$ cat src/rtl/nibble_serial_alu_ctrl_pkg.sv
// Shared types and 74LS181 function codes for the nibble-serial ALU sequencer.
// Optional zero flag is enabled by defining NSALU_ZERO_EN.
package nibble_serial_alu_ctrl_pkg;

    typedef enum logic [1:0] {
        IDLE = 2'b00,
        RUN  = 2'b01,
        DONE = 2'b10
    } state_t;

    // Active-high data conventions; S_XOR is S_SUB's code used with m=1.
    localparam logic [3:0] S_ADD = 4'b1001;
    localparam logic [3:0] S_SUB = 4'b0110;
    localparam logic [3:0] S_XOR = 4'b0110;

endpackage

$ cat src/rtl/nibble_serial_alu_ctrl_if.sv
// Request/response bus between a requester and the nibble-serial ALU sequencer.
interface nibble_serial_alu_ctrl_if #(parameter int WIDTH = 16);

    logic             start;
    logic [WIDTH-1:0] opa;
    logic [WIDTH-1:0] opb;
    logic [3:0]       s;
    logic             m;
    logic             cin_;
    logic             busy;
    logic             done;
    logic [WIDTH-1:0] result;
    logic             cout_;
    logic             aeqb_all;
    logic             zero;

    modport master (
        output start, opa, opb, s, m, cin_,
        input  busy, done, result, cout_, aeqb_all, zero
    );

    modport slave (
        input  start, opa, opb, s, m, cin_,
        output busy, done, result, cout_, aeqb_all, zero
    );

endinterface

$ cat src/rtl/nibble_serial_alu_ctrl.sv
// Sequences WIDTH-bit operations through one external 74LS181, one nibble per clock.
// Define NSALU_ZERO_EN to build the registered result==0 flag.
module nibble_serial_alu_ctrl
    import nibble_serial_alu_ctrl_pkg::*;
#(
    parameter int WIDTH = 16
) (
    input  logic                    clk,
    input  logic                    rst,
    nibble_serial_alu_ctrl_if.slave bus,
    output logic [3:0]              alu_a,
    output logic [3:0]              alu_b,
    output logic [3:0]              alu_s,
    output logic                    alu_m,
    output logic                    alu_cn_,
    input  logic [3:0]              alu_f,
    input  logic                    alu_cn4_,
    input  logic                    alu_aeqb
);

    localparam int NIB = WIDTH / 4;
    localparam int CW  = (NIB > 1) ? $clog2(NIB) : 1;

    state_t           state, state_nxt;
    logic [WIDTH-1:0] opa_r, opb_r, acc, result_r;
    logic [3:0]       s_r;
    logic             m_r, cin_r, carry_r, eq_acc;
    logic             done_r, cout_r, aeqb_r;
    logic [CW-1:0]    cnt;
    logic             last;

    assign last = (cnt == CW'(NIB - 1));

    always_ff @(posedge clk) begin
        if (rst) state <= IDLE;
        else     state <= state_nxt;
    end

    always_comb begin
        state_nxt = state;
        case (state)
            IDLE:    if (bus.start) state_nxt = RUN;
            RUN:     if (last)      state_nxt = DONE;
            DONE:    state_nxt = IDLE;
            default: state_nxt = IDLE;
        endcase
    end

    // Results are published on the edge leaving DONE so done and the flags appear together.
    always_ff @(posedge clk) begin
        if (rst) begin
            opa_r    <= '0;
            opb_r    <= '0;
            acc      <= '0;
            result_r <= '0;
            s_r      <= 4'b0000;
            m_r      <= 1'b1;
            cin_r    <= 1'b1;
            carry_r  <= 1'b1;
            eq_acc   <= 1'b0;
            cnt      <= '0;
            done_r   <= 1'b0;
            cout_r   <= 1'b1;
            aeqb_r   <= 1'b0;
        end else begin
            done_r <= 1'b0;
            case (state)
                IDLE: begin
                    if (bus.start) begin
                        opa_r  <= bus.opa;
                        opb_r  <= bus.opb;
                        s_r    <= bus.s;
                        m_r    <= bus.m;
                        cin_r  <= bus.cin_;
                        cnt    <= '0;
                        eq_acc <= 1'b1;
                    end
                end
                RUN: begin
                    acc[{cnt, 2'b00} +: 4] <= alu_f;
                    carry_r <= alu_cn4_;
                    eq_acc  <= eq_acc & alu_aeqb;
                    if (!last) cnt <= cnt + 1'b1;
                end
                DONE: begin
                    done_r   <= 1'b1;
                    result_r <= acc;
                    cout_r   <= carry_r;
                    aeqb_r   <= eq_acc;
                end
                default: ;
            endcase
        end
    end

    assign alu_a   = opa_r[{cnt, 2'b00} +: 4];
    assign alu_b   = opb_r[{cnt, 2'b00} +: 4];
    assign alu_s   = s_r;
    assign alu_m   = m_r;
    assign alu_cn_ = (cnt == '0) ? cin_r : carry_r;

    assign bus.busy     = (state == RUN) || (state == DONE);
    assign bus.done     = done_r;
    assign bus.result   = result_r;
    assign bus.cout_    = cout_r;
    assign bus.aeqb_all = aeqb_r;

`ifdef NSALU_ZERO_EN
    logic zero_r;

    always_ff @(posedge clk) begin
        if (rst)                zero_r <= 1'b0;
        else if (state == DONE) zero_r <= (acc == '0);
    end

    assign bus.zero = zero_r;
`else
    assign bus.zero = 1'b0;
`endif

endmodule
$ cat src/flat_wrapper.sv
// flat-port wrapper written by rule: the top's interface ports become plain ports
module nibble_serial_alu_ctrl_flat import nibble_serial_alu_ctrl_pkg::*;
#(
    parameter int WIDTH = 16
)
  (clk, rst, alu_a, alu_b, alu_s, alu_m, alu_cn_, alu_f, alu_cn4_, alu_aeqb, bus_start, bus_opa, bus_opb, bus_s, bus_m, bus_cin_, bus_busy, bus_done, bus_result, bus_cout_, bus_aeqb_all, bus_zero);
  nibble_serial_alu_ctrl_if #(.WIDTH(WIDTH)) bus_i ();
  input  logic clk;
  input  logic rst;
  output logic [3:0] alu_a;
  output logic [3:0] alu_b;
  output logic [3:0] alu_s;
  output logic alu_m;
  output logic alu_cn_;
  input  logic [3:0] alu_f;
  input  logic alu_cn4_;
  input  logic alu_aeqb;
  input wire logic [$bits(bus_i.start)-1:0] bus_start;
  input wire logic [$bits(bus_i.opa)-1:0] bus_opa;
  input wire logic [$bits(bus_i.opb)-1:0] bus_opb;
  input wire logic [$bits(bus_i.s)-1:0] bus_s;
  input wire logic [$bits(bus_i.m)-1:0] bus_m;
  input wire logic [$bits(bus_i.cin_)-1:0] bus_cin_;
  output wire logic [$bits(bus_i.busy)-1:0] bus_busy;
  output wire logic [$bits(bus_i.done)-1:0] bus_done;
  output wire logic [$bits(bus_i.result)-1:0] bus_result;
  output wire logic [$bits(bus_i.cout_)-1:0] bus_cout_;
  output wire logic [$bits(bus_i.aeqb_all)-1:0] bus_aeqb_all;
  output wire logic [$bits(bus_i.zero)-1:0] bus_zero;
  assign bus_i.start = bus_start;
  assign bus_i.opa = bus_opa;
  assign bus_i.opb = bus_opb;
  assign bus_i.s = bus_s;
  assign bus_i.m = bus_m;
  assign bus_i.cin_ = bus_cin_;
  assign bus_busy = bus_i.busy;
  assign bus_done = bus_i.done;
  assign bus_result = bus_i.result;
  assign bus_cout_ = bus_i.cout_;
  assign bus_aeqb_all = bus_i.aeqb_all;
  assign bus_zero = bus_i.zero;
  nibble_serial_alu_ctrl #(.WIDTH(WIDTH)) u_core (.clk(clk), .rst(rst), .bus(bus_i), .alu_a(alu_a), .alu_b(alu_b), .alu_s(alu_s), .alu_m(alu_m), .alu_cn_(alu_cn_), .alu_f(alu_f), .alu_cn4_(alu_cn4_), .alu_aeqb(alu_aeqb));
endmodule
$ cat config.mk
export PLATFORM = sky130hd
export DESIGN_NAME = nibble_serial_alu_ctrl_flat
export DESIGN_NICKNAME = d
export VERILOG_FILES = /design/src/rtl/nibble_serial_alu_ctrl_pkg.sv /design/src/rtl/nibble_serial_alu_ctrl_if.sv /design/src/rtl/nibble_serial_alu_ctrl.sv /design/src/flat_wrapper.sv
export SDC_FILE = /design/constraint.sdc
export NUM_CORES = 1
export LEC_CHECK = 0
export ABC_CLOCK_PERIOD_IN_PS = 1500
export CORE_ASPECT_RATIO = 1.5
export CORE_MARGIN = 10
export CORE_UTILIZATION = 44
export DETAILED_ROUTE_END_ITERATION = 6
export GPL_ROUTABILITY_DRIVEN = 0
export HOLD_SLACK_MARGIN = 0.1
export PLACE_DENSITY = 0.74
export SYNTH_ARGS = -nofsm -noshare
export SYNTH_HDL_FRONTEND = slang
export SYNTH_SLANG_ARGS = --single-unit
$ cat constraint.sdc
create_clock -name clk -period 1.5 [get_ports clk]
set_input_delay 0.225 -clock clk [delete_from_list [all_inputs] [get_ports clk]]
set_output_delay 0.225 -clock clk [all_outputs]
set_load 0.01 [all_outputs]
# --- Word level (Yosys, flattened, before mapping) ---
# Cells that the tools add are included.
op_classes:
  add_sub_neg: 2
  n_eq_ne: 6
  shift: 4
  mux: 11
  n_bitwise: 1
  reduce_logical: 8
op_table:
  columns: ["operator", "count"]
  rows:
  - ["16-bit by 5-bit indexed part select with 4-bit output", 2]
  - ["16-bit bitwise mux", 1]
  - ["4-bit by 6-bit variable shift with 16-bit output (first input constant)", 1]
  - ["4-bit by 6-bit indexed part select with 16-bit output", 1]
  - ["2-bit 2-to-1 mux", 4]
  - ["2-bit one-hot mux with 2 select lines", 2]
  - ["4-bit negation with 6-bit output", 1]
  - ["2-bit AND reduction", 3]
  - ["2-bit equality test (second input constant)", 2]
  - ["2-bit logical NOT", 2]
  - ["2-bit inequality test (second input constant)", 2]
  - ["1-bit 2-to-1 mux", 3]
  - ["3-bit AND reduction", 1]
  - ["2-bit by 1-bit adder with 2-bit output (second input constant)", 1]
  - ["2-bit by 1-bit equality test with 1-bit output (second input constant)", 1]
  - ["2-bit by 1-bit inequality test with 1-bit output (second input constant)", 1]
  - ["1-bit one-hot mux with 2 select lines", 1]
  - ["2-bit nonzero test", 1]
  - ["1-bit bitwise AND", 1]
  - ["1-bit logical OR", 1]
totals:
  reg_bits: 79
  elab_cells: 46

# --- Logic depth before layout (Yosys ltp) ---
depth:
  word_depth: 3
  mapped_depth: 7

# --- Least setup slack after synthesis ---
# Ideal clock, no wire load.
synth_path:
  path_type: "reg2reg"
  from: "register u_core.cnt[0]"
  to: "register u_core.acc[4]"
  setup_time_ns: 0.128
  arrival_time_ns: 1.511
  required_ns: 1.372
  path_slack_ns: -0.139
  stages_incl_launch_ff: 7
  path_buffers: 1
  period_less_slack_ns: 1.639
  path_cell_list: "dfxtp_1 > buf_6 > inv_1 > ha_1 > and2_1 > a32oi_1 > nor2_1"
synth_via:
  elab_chain_cells: 3
  word_cells_on_any_way: 4
synth_lines:
  columns: ["element", "line_no", "source"]
  rows:
  - ["start: declaration", "nibble_serial_alu_ctrl.sv:29", "logic [CW-1:0] cnt;"]
  - ["start signal: assignment", "nibble_serial_alu_ctrl.sv:83", "if (!last) cnt <= cnt + 1'b1;"]
  - ["4-bit negation with 6-bit output (*)", "nibble_serial_alu_ctrl.sv:80", "acc[{cnt, 2'b00} +: 4] <= alu_f;"]
  - ["4-bit by 6-bit indexed part select with 16-bit output / 4-bit by 6-bit variable shift with 16-bit output (equally long branches)", "nibble_serial_alu_ctrl.sv:80", null]
  - ["16-bit bitwise mux (*)", "nibble_serial_alu_ctrl.sv:80", null]
  - ["end signal: indexed assignment", "nibble_serial_alu_ctrl.sv:80", null]
  - ["end: declaration", "nibble_serial_alu_ctrl.sv:25", "logic [WIDTH-1:0] opa_r, opb_r, acc, result_r;"]
# Every way passes the cells marked *; elsewhere a longest branch is shown, timed or not.
# A chain may end at the register's enable or synchronous reset.

# --- Worst setup path in the final report ---
layout_path:
  from: "register u_core.cnt[0]"
  to: "output alu_b[2]"
layout_via:
  elab_chain_cells: 1
layout_lines:
  columns: ["element", "line_no", "source"]
  rows:
  - ["16-bit by 5-bit indexed part select with 4-bit output", "nibble_serial_alu_ctrl.sv:97", "assign alu_b = opb_r[{cnt, 2'b00} +: 4];"]
  - ["end: declaration", "flat_wrapper.sv:11", "output logic [3:0] alu_b;"]
# Every way passes these cells.

==> results.json <==
{
  "outcome": "complete, but fails checks",
  "violations": "setup timing",
  "dieWidth_um": 90.76,
  "postLayoutCoreUtil": 0.6393,
  "die-area_um2": 11450,
  "grt_pass1_vias": 2737,
  "finClkSkew_ns": 0.01025,
  "hpwl_um": 5837,
  "coreArea_um2": 7274,
  "power.density_nw_per_um2": 1042,
  "ir_drop_uv": 759.2,
  "drc": 0,
  "arrival_ns": 1.55,
  "netlist_area_um2": 3304,
  "cts_tree": "done",
  "fillers": 631,
  "hold_ws_ns": 0.2981,
  "hp-class": "in2reg",
  "clk_pin_slew_ns": 0.08,
  "synth_seq_cells": 79,
  "syn_to_final_growth_pct": 40.74,
  "finalCritPeriodShare": 1.182,
  "ys_types": 33,
  "cts_max_level": 3,
  "hold_viol_final": 0,
  "clock_path_buffers": 2,
  "drive_above_1_share": 0.1663,
  "ant_nets": 0,
  "grt_overflow": 0,
  "setup-tns-final_ns": -2.564,
  "numCtsBuffers": 9,
  "grt_pass1_wl_um": 12960,
  "synthArstFlopShare": 0,
  "start_kind": "register",
  "clkPwrFrac": 0.353,
  "rows": 38,
  "die_y_um": 126.1,
  "antennaDiodeCount": 0,
  "synth_seq_area_share": 0.4786,
  "multi_input_area_um2": 1612,
  "drt_iter0_drc": 111,
  "rsz0062_at_grt": "true",
  "routed-via-count": 2737,
  "fin_ws_ns": -0.2734,
  "max_freq_mhz": 563.9,
  "crit_required_ns": 1.27,
  "grt_usage": 0.1401,
  "ctsHoldBuffers": 0,
  "p_total_uw": 4847,
  "io_pins": 82,
  "critPathKind": "reg2out",
  "cap_violations": 0,
  "setup_viol": 23,
  "syn_inst": 355,
  "clkLatencyLatePin_ns": 0.36,
  "p_int_uw": 3643,
  "root_buffer": "clkbuf_8",
  "synthFlopType": "dfxtp_1",
  "power.switching_uw": 1204,
  "final_common_cell": "nand2_1",
  "syn_nets": 412,
  "dr.pass1.iters": 6,
  "place_ws_ns": -0.4368,
  "synth_edf_count": 0,
  "post-route-min-period_ns": 1.773,
  "wl_per_cell_um": 14.62,
  "pwr-share-comb": 0.180,
  "finalMaxSlewViolations": 0,
  "avgSynthCellArea_um2": 9.308,
  "synth_warnings": 0,
  "layout.nets": 504,
  "grt_start_max_net_pins": 38,
  "initial_utilization": 0.4542,
  "p_seq_frac": 0.468,
  "antenna_found_initial": 0,
  "crit_path_end_kind": "primary output",
  "viasPerCell": 4.967,
  "final_cell_mix": "85 x nand2_1, 77 x dfxtp_1, 51 x clkdlybuf4s50_1",
  "drt-total-wl_um": 8056,
  "cp_max_fo": 5,
  "port_buffers": 80,
  "p_sw_frac": 0.2484,
  "clkSinkCount": 79,
  "leakage_uw": 0.002034,
  "register_area_um2": 1587
}
-- synth_stat cells (2+ instances only) --
library cell,instances,area [µm²]
inv_1,4,15.01
nand3b_1,8,60.06
mux2i_1,18,180.2
and2_1,2,12.51
a21oi_1,44,220.2
nand2b_1,7,43.79
clkbuf_1,7,26.28
a32oi_1,8,70.07
clkbuf_8,3,41.29
dfxtp_1,79,1582
o21ai_0,7,35.03
buf_4,5,37.54
nand2_1,85,319.1
buf_6,3,33.78
buf_2,6,30.03
nor2_1,27,101.4
mux4_2,5,112.6
a211o_1,2,17.52
ha_1,10,125.1
mux4_1,3,78.83
nand4_1,5,31.28
nor2b_1,6,37.54
-- cell type report --
class / count / area share
well taps: 100 / 0.02690
flip-flops and latches: 79 / 0.3411
clock buffers: 11 / 0.03040
inverters: 4 / 0.003228
repair buffers: 105 / 0.2368
clock inverters: 4 / 0.01507
multi-input cells: 248 / 0.3465
-- power by group through the flow --
stage | Sequential [µW] | Clock, µW | Combinational, µW
6_report | 2270 | 1710 | 871
5_1_grt | 2280 | 1850 | 954
4_1_cts | 2270 | 1750 | 860
3_5_place_dp | 2330 | 0 | 791
3_3_place_gp | 2320 | 0 | 778
2_1_floorplan | 2300 | 0 | 467
-- flip-flops by register name (all words and copies together) (netlist names) --
signal / cells
u_core.opb_r: 16
u_core.bus.aeqb_all: 1
u_core.cin_r: 1
u_core.acc: 16
u_core.bus.done: 1
u_core.eq_acc: 1
u_core.cnt: 2
u_core.alu_m: 1
u_core.opa_r: 16
u_core.carry_r: 1
u_core.state: 2
u_core.alu_s: 4
u_core.bus.result: 16
u_core.bus.cout_: 1
-- path summary, 6_finish.rpt --
check | slack (ns) | startpoint | cells after the start | endpoint
setup / recovery | -0.27 | u_core.cnt[0] | 3 | alu_b[2]
hold / removal | 0.30 | rst | 2 | u_core.bus.result[8]
setup reg to reg | -0.06 | u_core.cnt[0] | 7 | u_core.acc[7]
hold reg to reg | 0.45 | u_core.alu_s[0] | 2 | u_core.alu_s[0]
-- per-layer routing --
| layer | up-vias | wire (µm) | GRT usage |
|---|---|---|---|
| met3 | 8 | 580 | 0.06183 |
| met4 | 0 | 91 | 0.05545 |
| met5 | - | 0 | 0 |
| li1 | 1385 | - | - |
| met2 | 91 | 4286 | 0.2529 |
| met1 | 1253 | 3097 | 0.1360 |
-- critical path, cell delays in order (launching register included) --
cell     delay (ns)
dfxtp_4        0.40
buf_6          0.13
mux4_2         0.49
buf_2          0.16
-- stage by stage --
| stage | instance area, µm² | instances |
|---|---|---|
| floorplan | 3321 | 355 |
| global placement | 4278 | 530 |
| detailed placement | 4278 | 530 |
| CTS | 4573 | 551 |
| global route | 4651 | 551 |
| finish | 4651 | 551 |
-- cells by family (layout without fill, tap and decap cells) --
logic type | after synthesis | in the layout | share of synthesized area
other cells | 1 | 1 | 0.001135
flops | 79 | 79 | 0.4786
fa+ha+maj | 10 | 10 | 0.03786
simple gates | 146 | 146 | 0.2003
compound gates | 64 | 64 | 0.1106
mux | 27 | 27 | 0.1159
buf+inv | 28 | 124 | 0.05566
-- repair_timing --
action,CTS,global route
gates resized for setup,65,29
setup buffers,6,0
pin swaps,12,8
setup endpoints to repair,29,64
hold endpoints to repair,0,0
No activity file was read; power rests on OpenSTA's default activity.
==> edit: new RTL, same settings <==
`WIDTH` is set to 16 in 3 places; all go to 8.
--- a/src/rtl/nibble_serial_alu_ctrl_if.sv
+++ b/src/rtl/nibble_serial_alu_ctrl_if.sv
@@ -1,5 +1,5 @@
 // Request/response bus between a requester and the nibble-serial ALU sequencer.
-interface nibble_serial_alu_ctrl_if #(parameter int WIDTH = 16);
+interface nibble_serial_alu_ctrl_if #(parameter int WIDTH = 8);
 
     logic             start;
     logic [WIDTH-1:0] opa;
--- a/src/rtl/nibble_serial_alu_ctrl.sv
+++ b/src/rtl/nibble_serial_alu_ctrl.sv
@@ -3,7 +3,7 @@
 module nibble_serial_alu_ctrl
     import nibble_serial_alu_ctrl_pkg::*;
 #(
-    parameter int WIDTH = 16
+    parameter int WIDTH = 8
 ) (
     input  logic                    clk,
     input  logic                    rst,
--- a/src/flat_wrapper.sv
+++ b/src/flat_wrapper.sv
@@ -1,7 +1,7 @@
 // flat-port wrapper written by rule: the top's interface ports become plain ports
 module nibble_serial_alu_ctrl_flat import nibble_serial_alu_ctrl_pkg::*;
 #(
-    parameter int WIDTH = 16
+    parameter int WIDTH = 8
 )
   (clk, rst, alu_a, alu_b, alu_s, alu_m, alu_cn_, alu_f, alu_cn4_, alu_aeqb, bus_start, bus_opa, bus_opb, bus_s, bus_m, bus_cin_, bus_busy, bus_done, bus_result, bus_cout_, bus_aeqb_all, bus_zero);
   nibble_serial_alu_ctrl_if #(.WIDTH(WIDTH)) bus_i ();
Ports: changed (resized bus_opa, bus_opb and bus_result); port bits go from 82 to 58. The function was not compared with the original's and may differ.
==> edit against the unedited design <==
- sequential cell count shrank 33
- area after synthesis shrank 44%
- critical path depth is the same
- synthesized cell count shrank 42%
- cell area shrank 43%
- maximum frequency grew 19%
- largest cell class is now flip-flops and latches
- worst setup slack gained 0.28 ns
- core utilization shrank 0.12 points
- sequential share of layout area grew 0.66 points
- clock skew shrank 0.0033 ns
- total power shrank 41%
- wire length shrank 48%
- critical endpoint is now alu_b[1]
- non-clock buffer count shrank 38
==> edit: results (changes against the unedited design) <==
| Metric | Value |
|---|---|
| Average wire per cell in the routed design | 13.5 µm (-7.3%) |
| Hold crit path type | reg -> reg |
| Setup Skew | 0.00694 ns (-0.00331 ns) |
| Reg clk slew, reported paths | 0.09 ns |
| Reg2reg setup slack | 0.12 ns (+0.18 ns) |
| Critical-path maximum fanout | 8 (+3) |
| Layout cells sized above 1 | 15.8% (-0.84 points) |
| Largest net degree at the start of global routing | 23 (-39%) |
| CP delay by family, top | flip-flops |
| Placed cell count | 303 (-43%) |
| Worst path max stage delay | 0.39 ns (-0.10 ns) |
| Cell variety after synth | 23 (-30%) |
| Clock Path Buffers | 2 (unchanged) |
| Asr flop ratio synth | 0% (unchanged) |
| Top post-synthesis cells by count | 50 x nand2_1, 46 x dfxtp_1, 28 x a21oi_1 |
| H-Tree Level Count | 2 (-1) |
| Mapped Cells | 205 (-42%) |
| Fraction of the yosys area taken by sequential cells | 49.3% (+1.5 points) |
| Warning count from the yosys run | 0 (unchanged) |
| Sw Pwr | 808 µW (-33%) |
| Clk Tree Root Cell | clkbuf_8 |
| DRT iter0 DRCs | 82 (-26%) |
| Synthesized Nets | 241 (-42%) |
| Max VDD drop | 0.000865 V (+14%) |
| HPWL after detailed placement | 3180 µm (-46%) |
| Post-layout instance count excluding filler cells | 312 (-43%) |
| Status | completed |
| P_leak | 0.00103 µW (-49%) |
| Worst skew pair latency | 0.29 ns (-0.07 ns) |
| Slew Limit Fails | 0 (unchanged) |
| PortBufs | 56 (-30%) |
| Main area contributors after synthesis | dfxtp_1 49%, nand2_1 10%, a21oi_1 7.5% |
| Worst path slowest cell | dfxtp_4 |
| Post-CTS setup buffers | 0 (-6) |
| Critical path data arrival time | 1.26 ns (-0.29 ns) |
| GRT Overall Usage | 11.6% (-2.4 points) |
| Initial DRT Pass Iterations | 4 (-2) |
| Cts bufs inserted | 5 (-4) |
| Final #Nets | 301 (-40%) |
| Routed vias | 1522 (-44%) |
| Most used DFF post-synth | dfxtp_1 |
| First-pass GRT wire length | 6920 µm (-47%) |
| Diode count | 0 (unchanged) |
| Antenna violations before repair | 0 (unchanged) |
[edit: changes by cell type after synthesis, sizes merged, moves of 7 or more]
cell,delta
a21oi,-16
a32oi,-8
clkbuf,-7
dfxtp,-33
mux2,+8
mux4,-8
nand2,-35
nand2b,-7
nor2,-12
[edit: routing by layer]
layer  wire, µm  part of all wire (%)  track usage, %  vias up
met1       1710                    41            12.6      686
li1           -                     -               -      792
met5          0                     0               0        -
met2       2110                    50            19.9       40
met4         57                   1.3            3.52        0
met3        350                   8.3            4.44        4
[edit: worst reg2reg max path: stages, from the launching register on]
cell and delay [ns]:
dfxtp_2 0.34, inv_1 0.07, buf_4 0.12, ha_2 0.22, nor2b_4 0.26, mux2i_1 0.22
nor2_1 0.06
[edit: through the flow]
stage | cell area (µm²) | setup WS, ns | hold WS (ns)
finish | 2660 | 0.0111 | 0.459
global route | 2660 | -0.0333 | 0.473
CTS | 2590 | -0.0833 | 0.459
detailed placement | 2490 | -0.0618 | 0.447
global placement | 2490 | -0.0365 | 0.442
floorplan | 1870 | 0.279 | 0.343
[edit: final cells by class]
cell class	count	area, µm²
Multi-Input combinational cell	143	870
Fill cell	356	1510
Tap cell	46	57.6
Inverter	2	7.51
Timing Repair Buffer	67	712
Sequential cell	46	926
Clock inverter	3	21.3
Clock buffer	5	68.8
[edit: power groups by stage]
stage / clock network, µW / registers [µW] / logic (µW)
after floorplan: 0 / 1400 / 447
after global placement: 0 / 1400 / 709
after detailed placement: 0 / 1400 / 719
after CTS: 768 / 1370 / 727
after global routing: 817 / 1390 / 841
final: 740 / 1380 / 763
[edit: what timing repair did]
action	4_1_cts	5_1_grt
resized for setup	43	20
hold buffers	0	0
gates cloned	1	0
hold endpoints to repair	0	0
setup endpoints to repair	10	10
[edit: worst paths after layout]
check                           cells after the start                      endpoint                    startpoint
worst max-delay path                                3                      alu_b[1]       u_core.cnt$_SDFFE_PP0P_
worst min-delay path                                2  u_core.opa_r[4]$_SDFFE_PP0P_  u_core.opa_r[4]$_SDFFE_PP0P_
worst max register to register                      6    u_core.acc[3]$_SDFFE_PP0P_  u_core.state[1]$_SDFFE_PP0P_
worst min register to register                      2  u_core.opa_r[4]$_SDFFE_PP0P_  u_core.opa_r[4]$_SDFFE_PP0P_
[edit: kinds of logic after synthesis]
| group | Yosys count | share of synthesized area, % |
|---|---|---|
| AO/OA/AOI/OAI | 32 | 8.98 |
| other | 1 | 0.201 |
| AND/OR/NAND/NOR | 82 | 19.2 |
| adder cells (fa/ha/maj) | 5 | 3.35 |
| flip-flops | 46 | 49.3 |
| multiplexers | 23 | 12.9 |
| buffers and inverters | 16 | 6.03 |
